===== config.mk =====
export PLATFORM = sky130hd
export DESIGN_NAME = fifo_wr_arbiter_flat
export DESIGN_NICKNAME = d
export VERILOG_FILES = /design/src/rtl/fifo_wr_arbiter_if.sv /design/src/rtl/fifo_wr_arbiter.sv /design/src/flat_wrapper.sv
export SDC_FILE = /design/constraint.sdc
export NUM_CORES = 1
export LEC_CHECK = 0
export CORE_UTILIZATION = 28
export DETAILED_ROUTE_END_ITERATION = 16
export PLACE_DENSITY = 0.8
export SLEW_MARGIN = 20
export SYNTH_ARGS = -nofsm -noshare
export SYNTH_HDL_FRONTEND = slang
export SYNTH_SLANG_ARGS = --single-unit

===== constraint.sdc =====
create_clock -name wr_clk -period 2.5 [get_ports wr_clk]
set_input_delay 0.5 -clock wr_clk [delete_from_list [all_inputs] [get_ports wr_clk]]
set_output_delay 0.5 -clock wr_clk [all_outputs]
set_load 0.1 [all_outputs]

===== src/rtl/fifo_wr_arbiter_if.sv =====
// ---------------------------------------------------------------------------
// fifo_wr_arbiter_if
// Bundles the requester streams and the FIFO write-side signals of the
// round-robin write arbiter.
//
// Signals:
//   req_valid  [NUM_REQ]          requester i has a beat on its data slice
//   req_data   [NUM_REQ*DATA_W]   requester i data at [i*DATA_W +: DATA_W]
//   req_ready  [NUM_REQ]          one-hot/zero, beat from i accepted this cycle
//   fifo_full                     FIFO full flag
//   fifo_wr_en                    FIFO write enable
//   fifo_din   [DATA_W]           FIFO write data
//   grant_id   [GID_W]            current or last granted requester
//   busy                          arbiter is transferring
//
// Modports:
//   master  arbiter side (drives ready / FIFO write / status)
//   slave   environment side (requesters and FIFO)
// ---------------------------------------------------------------------------
interface fifo_wr_arbiter_if #(
    parameter int DATA_W  = 16,
    parameter int NUM_REQ = 4
);
    localparam int GID_W = (NUM_REQ > 1) ? $clog2(NUM_REQ) : 1;

    logic [NUM_REQ-1:0]        req_valid;
    logic [NUM_REQ*DATA_W-1:0] req_data;
    logic [NUM_REQ-1:0]        req_ready;
    logic                      fifo_full;
    logic                      fifo_wr_en;
    logic [DATA_W-1:0]         fifo_din;
    logic [GID_W-1:0]          grant_id;
    logic                      busy;

    modport master (
        input  req_valid, req_data, fifo_full,
        output req_ready, fifo_wr_en, fifo_din, grant_id, busy
    );

    modport slave (
        output req_valid, req_data, fifo_full,
        input  req_ready, fifo_wr_en, fifo_din, grant_id, busy
    );
endinterface


===== src/rtl/fifo_wr_arbiter.sv =====
// ---------------------------------------------------------------------------
// fifo_wr_arbiter
// Round-robin arbiter sharing the write port of the dual-clock FIFO among
// NUM_REQ valid/ready producers in the write clock domain. One requester is
// granted at a time; wr_en is never raised while the FIFO is full.
//
// Ports:
//   wr_clk    write-domain clock
//   wr_rst_n  asynchronous active-low reset
//   arb       fifo_wr_arbiter_if.master (requester streams + FIFO write side)
//
// Build option:
//   FIFO_ARB_LOCK_EN  defined   -> a grant is held for up to MAX_BURST beats
//                     undefined -> grant released after every beat
//                                  (beat counter not built)
//
// state | meaning
// ------+--------------------------------------------------------------
// IDLE  | no grant active, waiting for any req_valid
// XFER  | grant_id owns the FIFO write port, beats flow when not full
// ---------------------------------------------------------------------------
module fifo_wr_arbiter #(
    parameter int DATA_W    = 16,
    parameter int NUM_REQ   = 4,
    parameter int MAX_BURST = 8
) (
    input  logic                  wr_clk,
    input  logic                  wr_rst_n,
    fifo_wr_arbiter_if.master     arb
);
    localparam int GID_W = (NUM_REQ > 1) ? $clog2(NUM_REQ) : 1;

    typedef enum logic {
        IDLE = 1'b0,
        XFER = 1'b1
    } state_t;

    state_t             state_q, state_d;
    logic [GID_W-1:0]   grant_q, grant_d;
    logic [GID_W-1:0]   rr_ptr_q, rr_ptr_d;
    logic [GID_W-1:0]   grant_inc;
    logic               valid_g;
    logic               beat;
    logic               last_beat;
    logic               drop;
    logic               rel;
    logic               load;

    logic [GID_W-1:0]   scan_ptr;
    logic [NUM_REQ-1:0] scan_mask;
    logic [NUM_REQ-1:0] avail;
    logic               win_found;
    logic [GID_W-1:0]   win_idx;
    logic [NUM_REQ-1:0] ready;

    assign grant_inc = (int'(grant_q) == NUM_REQ - 1) ? '0 : grant_q + 1'b1;
    assign valid_g   = arb.req_valid[grant_q];
    assign beat      = (state_q == XFER) && valid_g && !arb.fifo_full;
    assign drop      = (state_q == XFER) && !valid_g;
    assign rel       = drop || (beat && last_beat);

    // In XFER the scan is only consumed on release, so it always starts just
    // past the current grant; the owner is excluded only when it dropped valid.
    assign scan_ptr = (state_q == XFER) ? grant_inc : rr_ptr_q;

    always_comb begin
        scan_mask = '0;
        if (drop) begin
            scan_mask[grant_q] = 1'b1;
        end
    end

    assign avail = arb.req_valid & ~scan_mask;

    always_comb begin
        win_found = 1'b0;
        win_idx   = '0;
        for (int k = 0; k < NUM_REQ; k++) begin
            if (!win_found && avail[(int'(scan_ptr) + k) % NUM_REQ]) begin
                win_found = 1'b1;
                win_idx   = GID_W'((int'(scan_ptr) + k) % NUM_REQ);
            end
        end
    end

`ifdef FIFO_ARB_LOCK_EN
    localparam int CNT_W = (MAX_BURST > 1) ? $clog2(MAX_BURST) : 1;

    logic [CNT_W-1:0] beat_cnt_q, beat_cnt_d;

    assign last_beat = (int'(beat_cnt_q) == MAX_BURST - 1);

    always_comb begin
        beat_cnt_d = beat_cnt_q;
        if (load) begin
            beat_cnt_d = '0;
        end else if (beat && !rel) begin
            beat_cnt_d = beat_cnt_q + 1'b1;
        end
    end

    always_ff @(posedge wr_clk or negedge wr_rst_n) begin
        if (!wr_rst_n) begin
            beat_cnt_q <= '0;
        end else begin
            beat_cnt_q <= beat_cnt_d;
        end
    end
`else
    assign last_beat = 1'b1;
`endif

    always_ff @(posedge wr_clk or negedge wr_rst_n) begin
        if (!wr_rst_n) begin
            state_q  <= IDLE;
            grant_q  <= '0;
            rr_ptr_q <= '0;
        end else begin
            state_q  <= state_d;
            grant_q  <= grant_d;
            rr_ptr_q <= rr_ptr_d;
        end
    end

    always_comb begin
        state_d  = state_q;
        grant_d  = grant_q;
        rr_ptr_d = rr_ptr_q;
        load     = 1'b0;
        case (state_q)
            IDLE: begin
                if (win_found) begin
                    state_d = XFER;
                    grant_d = win_idx;
                    load    = 1'b1;
                end
            end
            XFER: begin
                if (rel) begin
                    rr_ptr_d = grant_inc;
                    if (win_found) begin
                        grant_d = win_idx;
                        load    = 1'b1;
                    end else begin
                        state_d = IDLE;
                    end
                end
            end
            default: state_d = IDLE;
        endcase
    end

    always_comb begin
        ready = '0;
        if (beat) begin
            ready[grant_q] = 1'b1;
        end
    end

    assign arb.req_ready  = ready;
    assign arb.fifo_wr_en = beat;
    assign arb.fifo_din   = arb.req_data[int'(grant_q)*DATA_W +: DATA_W];
    assign arb.grant_id   = grant_q;
    assign arb.busy       = (state_q == XFER);

endmodule


===== src/flat_wrapper.sv =====
// flat-port wrapper written by rule: the top's interface ports become plain ports
module fifo_wr_arbiter_flat 
#(
    parameter int DATA_W    = 16,
    parameter int NUM_REQ   = 4,
    parameter int MAX_BURST = 8
)
  (wr_clk, wr_rst_n, arb_req_valid, arb_req_data, arb_fifo_full, arb_req_ready, arb_fifo_wr_en, arb_fifo_din, arb_grant_id, arb_busy);
  fifo_wr_arbiter_if #(.DATA_W(DATA_W), .NUM_REQ(NUM_REQ)) arb_i ();
  input  logic wr_clk;
  input  logic wr_rst_n;
  input wire logic [$bits(arb_i.req_valid)-1:0] arb_req_valid;
  input wire logic [$bits(arb_i.req_data)-1:0] arb_req_data;
  input wire logic [$bits(arb_i.fifo_full)-1:0] arb_fifo_full;
  output wire logic [$bits(arb_i.req_ready)-1:0] arb_req_ready;
  output wire logic [$bits(arb_i.fifo_wr_en)-1:0] arb_fifo_wr_en;
  output wire logic [$bits(arb_i.fifo_din)-1:0] arb_fifo_din;
  output wire logic [$bits(arb_i.grant_id)-1:0] arb_grant_id;
  output wire logic [$bits(arb_i.busy)-1:0] arb_busy;
  assign arb_i.req_valid = arb_req_valid;
  assign arb_i.req_data = arb_req_data;
  assign arb_i.fifo_full = arb_fifo_full;
  assign arb_req_ready = arb_i.req_ready;
  assign arb_fifo_wr_en = arb_i.fifo_wr_en;
  assign arb_fifo_din = arb_i.fifo_din;
  assign arb_grant_id = arb_i.grant_id;
  assign arb_busy = arb_i.busy;
  fifo_wr_arbiter #(.DATA_W(DATA_W), .NUM_REQ(NUM_REQ), .MAX_BURST(MAX_BURST)) u_core (.wr_clk(wr_clk), .wr_rst_n(wr_rst_n), .arb(arb_i));
endmodule

# Yosys cells after proc, flatten, opt, wreduce, memory -nomap -nowiden

Index checks and enable logic that the tools add are counted.

Register bits after elaboration: 5
Input bits: 71
Output and inout port bits: 24
Word-level logic and storage cells: 72

Add/subtract/negate cells: 4
Order comparisons: 6
Equal/unequal tests: 2
Shifts and indexed selects: 1
Mux-type cells: 33
Bitwise logic cells: 6
Reductions and logical operators: 17

Operators by type and width:

| kind                                                                          | number |
|---|---|
| 64-bit by 7-bit variable part select with 16-bit output                       | 1 |
| 2-bit 2-to-1 mux                                                              | 8 |
| 1-bit 2-to-1 mux                                                              | 15 |
| 3-bit by 4-bit less-than comparator with 1-bit output (second input constant) | 3 |
| 1-bit binary-select mux with 2-bit select                                     | 5 |
| 4-bit 2-to-1 mux                                                              | 2 |
| 1-bit logical AND                                                             | 7 |
| 2-bit by 3-bit less-than comparator with 1-bit output (second input constant) | 2 |
| 2-bit OR reduction                                                            | 3 |
| 1-bit logical NOT                                                             | 5 |
| 2-bit by 1-bit adder with 2-bit output (second input constant)                | 2 |
| 2-bit adder (second input constant)                                           | 2 |
| 4-bit AND                                                                     | 1 |
| 4-bit inverter                                                                | 1 |
| 2-bit case mux with 2 select lines                                            | 1 |
| 1-bit AND (first input constant)                                              | 3 |
| 1-bit demux with 2-bit select                                                 | 1 |
| 2-bit by 1-bit == test with 1-bit output (second input constant)              | 1 |
| 2-bit by 1-bit >= comparator with 1-bit output (second input constant)        | 1 |
| 2-bit inequality test (second input constant)                                 | 1 |
| 1-bit case mux with 2 select lines                                            | 1 |
| 2-bit AND reduction                                                           | 1 |
| 1-bit logical OR                                                              | 1 |
| 1-bit inverter                                                                | 1 |

# Depth between registers and ports, before layout

Depth in word-level cells: 22
Depth in mapped cells: 10
Depth with buffers taken out: 7

# Least setup slack after synthesis

OpenSTA, ideal clock, no wires.

Kind: flip-flop to output port
From: reg u_core.grant_q[0] (netlist: u_core.arb.grant_id[0])
To: out arb_req_ready[0]
Arrival time: 3803 ps
Data required time: 2000 ps
Setup slack: -1803 ps
Stages on the path, launching flop included: 6
Path buffers: 1
Cells stage by stage: dfrtp_1 > buf_2 > mux4_2 > nand2_1 > nor2_1 > and2_1

Word-level cells in the longest chain between the ends: 5

RTL lines:

| what                                      | RTL line               | text |
|---|---|---|
| from (decl)                               | fifo_wr_arbiter.sv:39  | `logic [GID_W-1:0] grant_q, grant_d;` |
| from (signal assigned)                    | fifo_wr_arbiter.sv:120 | `grant_q <= grant_d;` |
| 1-bit binary-select mux with 2-bit select | fifo_wr_arbiter.sv:57  | `assign valid_g = arb.req_valid[grant_q];` |
| 1-bit 2-to-1 mux (implied by the code)    | fifo_wr_arbiter.sv:57  |  |
| 1-bit logical AND (2 in a row)            | fifo_wr_arbiter.sv:58  | `assign beat = (state_q == XFER) && valid_g && !arb.fifo_full;` |
| named net arb_fifo_wr_en                  | flat_wrapper.sv:16     | `output wire logic [$bits(arb_i.fifo_wr_en)-1:0] arb_fifo_wr_en;` |
| 4-bit 2-to-1 mux                          | fifo_wr_arbiter.sv:155 | `if (beat) begin` |
| to (decl)                                 | flat_wrapper.sv:15     | `output wire logic [$bits(arb_i.req_ready)-1:0] arb_req_ready;` |

The timed path passes the listed nets, and every way through them passes these cells. The select of a mux whose other input is x is not followed.

# Final worst setup path

From: in arb_req_valid[2]
To: out arb_req_ready[3]

Word-level cells in the longest chain between the ends: 5

RTL lines:

| what                                      | RTL line               | text |
|---|---|---|
| from (decl)                               | flat_wrapper.sv:12     | `input wire logic [$bits(arb_i.req_valid)-1:0] arb_req_valid;` |
| 1-bit binary-select mux with 2-bit select | fifo_wr_arbiter.sv:57  |  |
| 1-bit 2-to-1 mux (implied by the code)    | fifo_wr_arbiter.sv:57  |  |
| 1-bit logical AND (2 in a row)            | fifo_wr_arbiter.sv:58  |  |
| 4-bit 2-to-1 mux                          | fifo_wr_arbiter.sv:155 |  |

Every way passes these cells. The select of a mux whose other input is x is not followed.

==> results.md <==
* Number of maximum-capacitance constraint violations at 0
* Number of antenna diodes at 0
* Die Ht at 62.6 um
* Number of fillers in the final layout at 274
* Sink Count at 5
* Clock tree buffer depth at 2
* Hold buffers post-CTS at 0
* Antenna-violating nets left at 0
* Die boundary width at 62.6 um
* Share of flip-flops with an asynchronous set or reset after synthesis at 100%
* Layout net count at ~260
* Insertion delay of the later-clocked pin in the worst-skew pair at 220 ps
* Number of clock buffers inserted by TritonCTS at 3
* Leading post-synthesis cells by instance count: mux4_2 (12), nand3_1 (6), buf_2 (5), dfrtp_1 (5), mux4_1 (5)
* Synth Cell Area at 1030 um^2
* Number of register bits inferred by synthesis at 5
* Number of vias in the routed layout at 1237
* Cell area after layout at 2270 um^2
* Cell area after placement at 2220 um^2
* Worst Path Max Fanout at 5
* Number of post-CTS setup repair buffers at 0
* Met1 Track Usage GR at 28.8%
* GPL Wtd Cong at 0.796
* Area growth syn-to-layout at 120%
* Number of global-route vias before repair at about 1200
* Number of warning messages in the yosys log at 0
* Clock root buffer: clkbuf_8
* CTS H-tree depth at 1
* Wire length of the first global-routing pass at slightly above 7 mm
* Number of buffers added on ports at 94
* Final worst clock skew at 2.84 ps
* CP endpoint kind: output port
* WP data required at 2000 ps
* Library cells used by synthesis at 33
* Largest net degree at the start of global routing at 24
* Power per cell area at 1620 nW/um^2
* Number of enable flip-flop cells after synthesis at 0
* Main flop type after synthesis: dfrtp_1
* Cell count after synthesis at between 80 and 90
* Share of Yosys cell area claimed by the top area cell type at 26.2%
* DRC Markers at 0
* Effective utilization at floorplan at 29.9%
* Count of instances resized after the clock tree is built at 0
* Number of placement rows at 21
* Worst max-slew margin expressed relative to the limit at about two thirds
* Count of pins on the block boundary at 95
* Worst setup SP type: input pin
* Total half-perimeter wirelength after legalization and detailed placement at 3.86 mm
* DRC violation total after the first TritonRoute iteration at 67
* Core outline area at 3440 um^2
* Most crowded layer after global routing: met2
* Kind of path behind the tightest hold check: input pin to async pin
* Run status: finished clean
* Area leader, netlist: mux4_2
* Clock edge transition at the registers on the reported setup and hold paths at 40 ps
* Antenna violations before repair at 0
* Tcrit/Tclk final at 99.0%
* Syn avg cell area at 12.0 um^2
* Sum of overflow across all layers after global routing at 0
* Post-synthesis sequential area ratio at between 10% and 20%
* Setup repair after global routing missed its margin: false
* Wirelength, routed at 4.72 mm
* Count of endpoints failing setup in the final report at 0
* VDD IR max at 0.700 mV
* Via count normalized by instance count at about 5.5
* Dominant cells by area after synthesis: mux4_2 (26%), mux4_1 (13%), dfrtp_1 (12%)
* Most used standard cell by instance count after synthesis: mux4_2
* Endpoints failing hold at 0
* Maximum clock frequency at 404 MHz
* Avg WL per Cell at 20.9 um
* Met3 GRT Util at 6.39%
* Leakage power at 0.000868 uW
* Number of nets in the synthesized netlist at 161
* Die ar. at 3920 um^2
* First-pass iteration count of the detailed router at 6
* Pin slew with the least headroom to its limit at 469 ps
* GRT Total Usage at 24.1%
* Time the final worst path needs with I/O delays and setup at 2480 ps
* Share of layout cells above drive strength 1 at between 30% and 40%
* CTS tree: done
* Number of max-slew violations in the final report at 0
* Worst slack on hold paths at between 500 and 600 ps
* Met2 capacity usage during global routing at 43.5%
* Classification of the worst setup path: input pin to output port
* Worst path arrival time at 1980 ps
## through the flow
step	util (%)	instances	setup slack (ps)	TNS, ps	total power [uW]
2_1_floorplan	-	86	-211	-1180	2470
3_3_place_gp	64.4	221	83.4	0	3420
3_5_place_dp	64.4	221	28.9	0	3500
4_1_cts	65.7	225	43.5	0	3650
5_1_grt	65.9	226	18.6	0	3790
6_report	65.9	226	24.4	0	3660
## routing by layer
metal | wire length [um] | share of wire, %
met1 | 1900 | 40
met4 | 47 | 1.0
met2 | 2360 | 50
met5 | 0 | 0
met3 | 412 | 8.7
## registers in the layout, summed over array words and instances, names as in the netlist
register,cells
u_core.arb.grant_id,2
u_core.rr_ptr_q,2
u_core.arb.busy,1
## critical path: stages
cell,delay (ps)
clkdlybuf4s50_1,490
mux4_2,520
nand2_2,90
nor2_4,60
and2_4,150
buf_12,160
## cell families (layout without fill, tap and decap cells)
| kind of cell | Yosys count | after routing | share of synthesized area [%] |
|---|---|---|---|
| AND/OR/NAND/NOR | 26 | 26 | 13.9 |
| buffers and inverters | 9 | 103 | 4.62 |
| multiplexers | 23 | 23 | 45.8 |
| AO/OA/AOI/OAI | 19 | 19 | 18.7 |
| flip-flops | 5 | 5 | 12.2 |
| adder cells (fa/ha/maj) | 4 | 4 | 4.86 |
## final cells by class
type	instances	area (um^2)	share of cell area, %
Multi-Input combinational cell	72	858	37.8
Timing Repair Buffer	97	1170	51.4
Sequential cell	5	134	5.90
Inverter	2	7.51	0.331
Clock buffer	4	45.0	1.99
Tap cell	46	57.6	2.54
## report_power, final
part	switching, uW	internal (uW)
Combinational	1940	1280
Clock	37.3	109
Sequential	166	131
## cells in the final DEF, fill, tap and decap left out, types with 2 or more instances in the layout
cell / instances
clkdlybuf4s50_1: 70
buf_12: 21
mux4_2: 17
nand3_1: 6
buf_4: 6
and2_4: 4
mux2_2: 4
nand3b_1: 4
ha_1: 4
nand2b_1: 3
clkbuf_8: 3
inv_1: 2
o221a_4: 2
nor2_1: 2
o221ai_1: 2
o221a_2: 2
a21o_1: 2
o21ai_0: 2
nand2_1: 2
nor3_1: 2
dfrtp_4: 2
dfrtp_1: 2
## worst paths after layout
| path | from | endpoint | slack (ps) | cells past startpoint |
|---|---|---|---|---|
| min in group wr_clk | u_core.rr_ptr_q[0]$_DFFE_PN0P_ | u_core.rr_ptr_q[0]$_DFFE_PN0P_ | 540 | 1 |
| worst min register to register | u_core.rr_ptr_q[0]$_DFFE_PN0P_ | u_core.rr_ptr_q[0]$_DFFE_PN0P_ | 540 | 1 |
| worst min-delay path | wr_rst_n | u_core.arb.grant_id[1]$_DFFE_PN0P_ | 510 | 1 |
| max in group asynchronous | wr_rst_n | u_core.arb.grant_id[0]$_DFFE_PN0P_ | 1770 | 1 |
| worst max-delay path | arb_req_valid[2] | arb_req_ready[3] | 20 | 6 |
| worst max register to register | u_core.arb.grant_id[0]$_DFFE_PN0P_ | u_core.rr_ptr_q[0]$_DFFE_PN0P_ | 260 | 4 |
(Power assumes the default switching activity.)
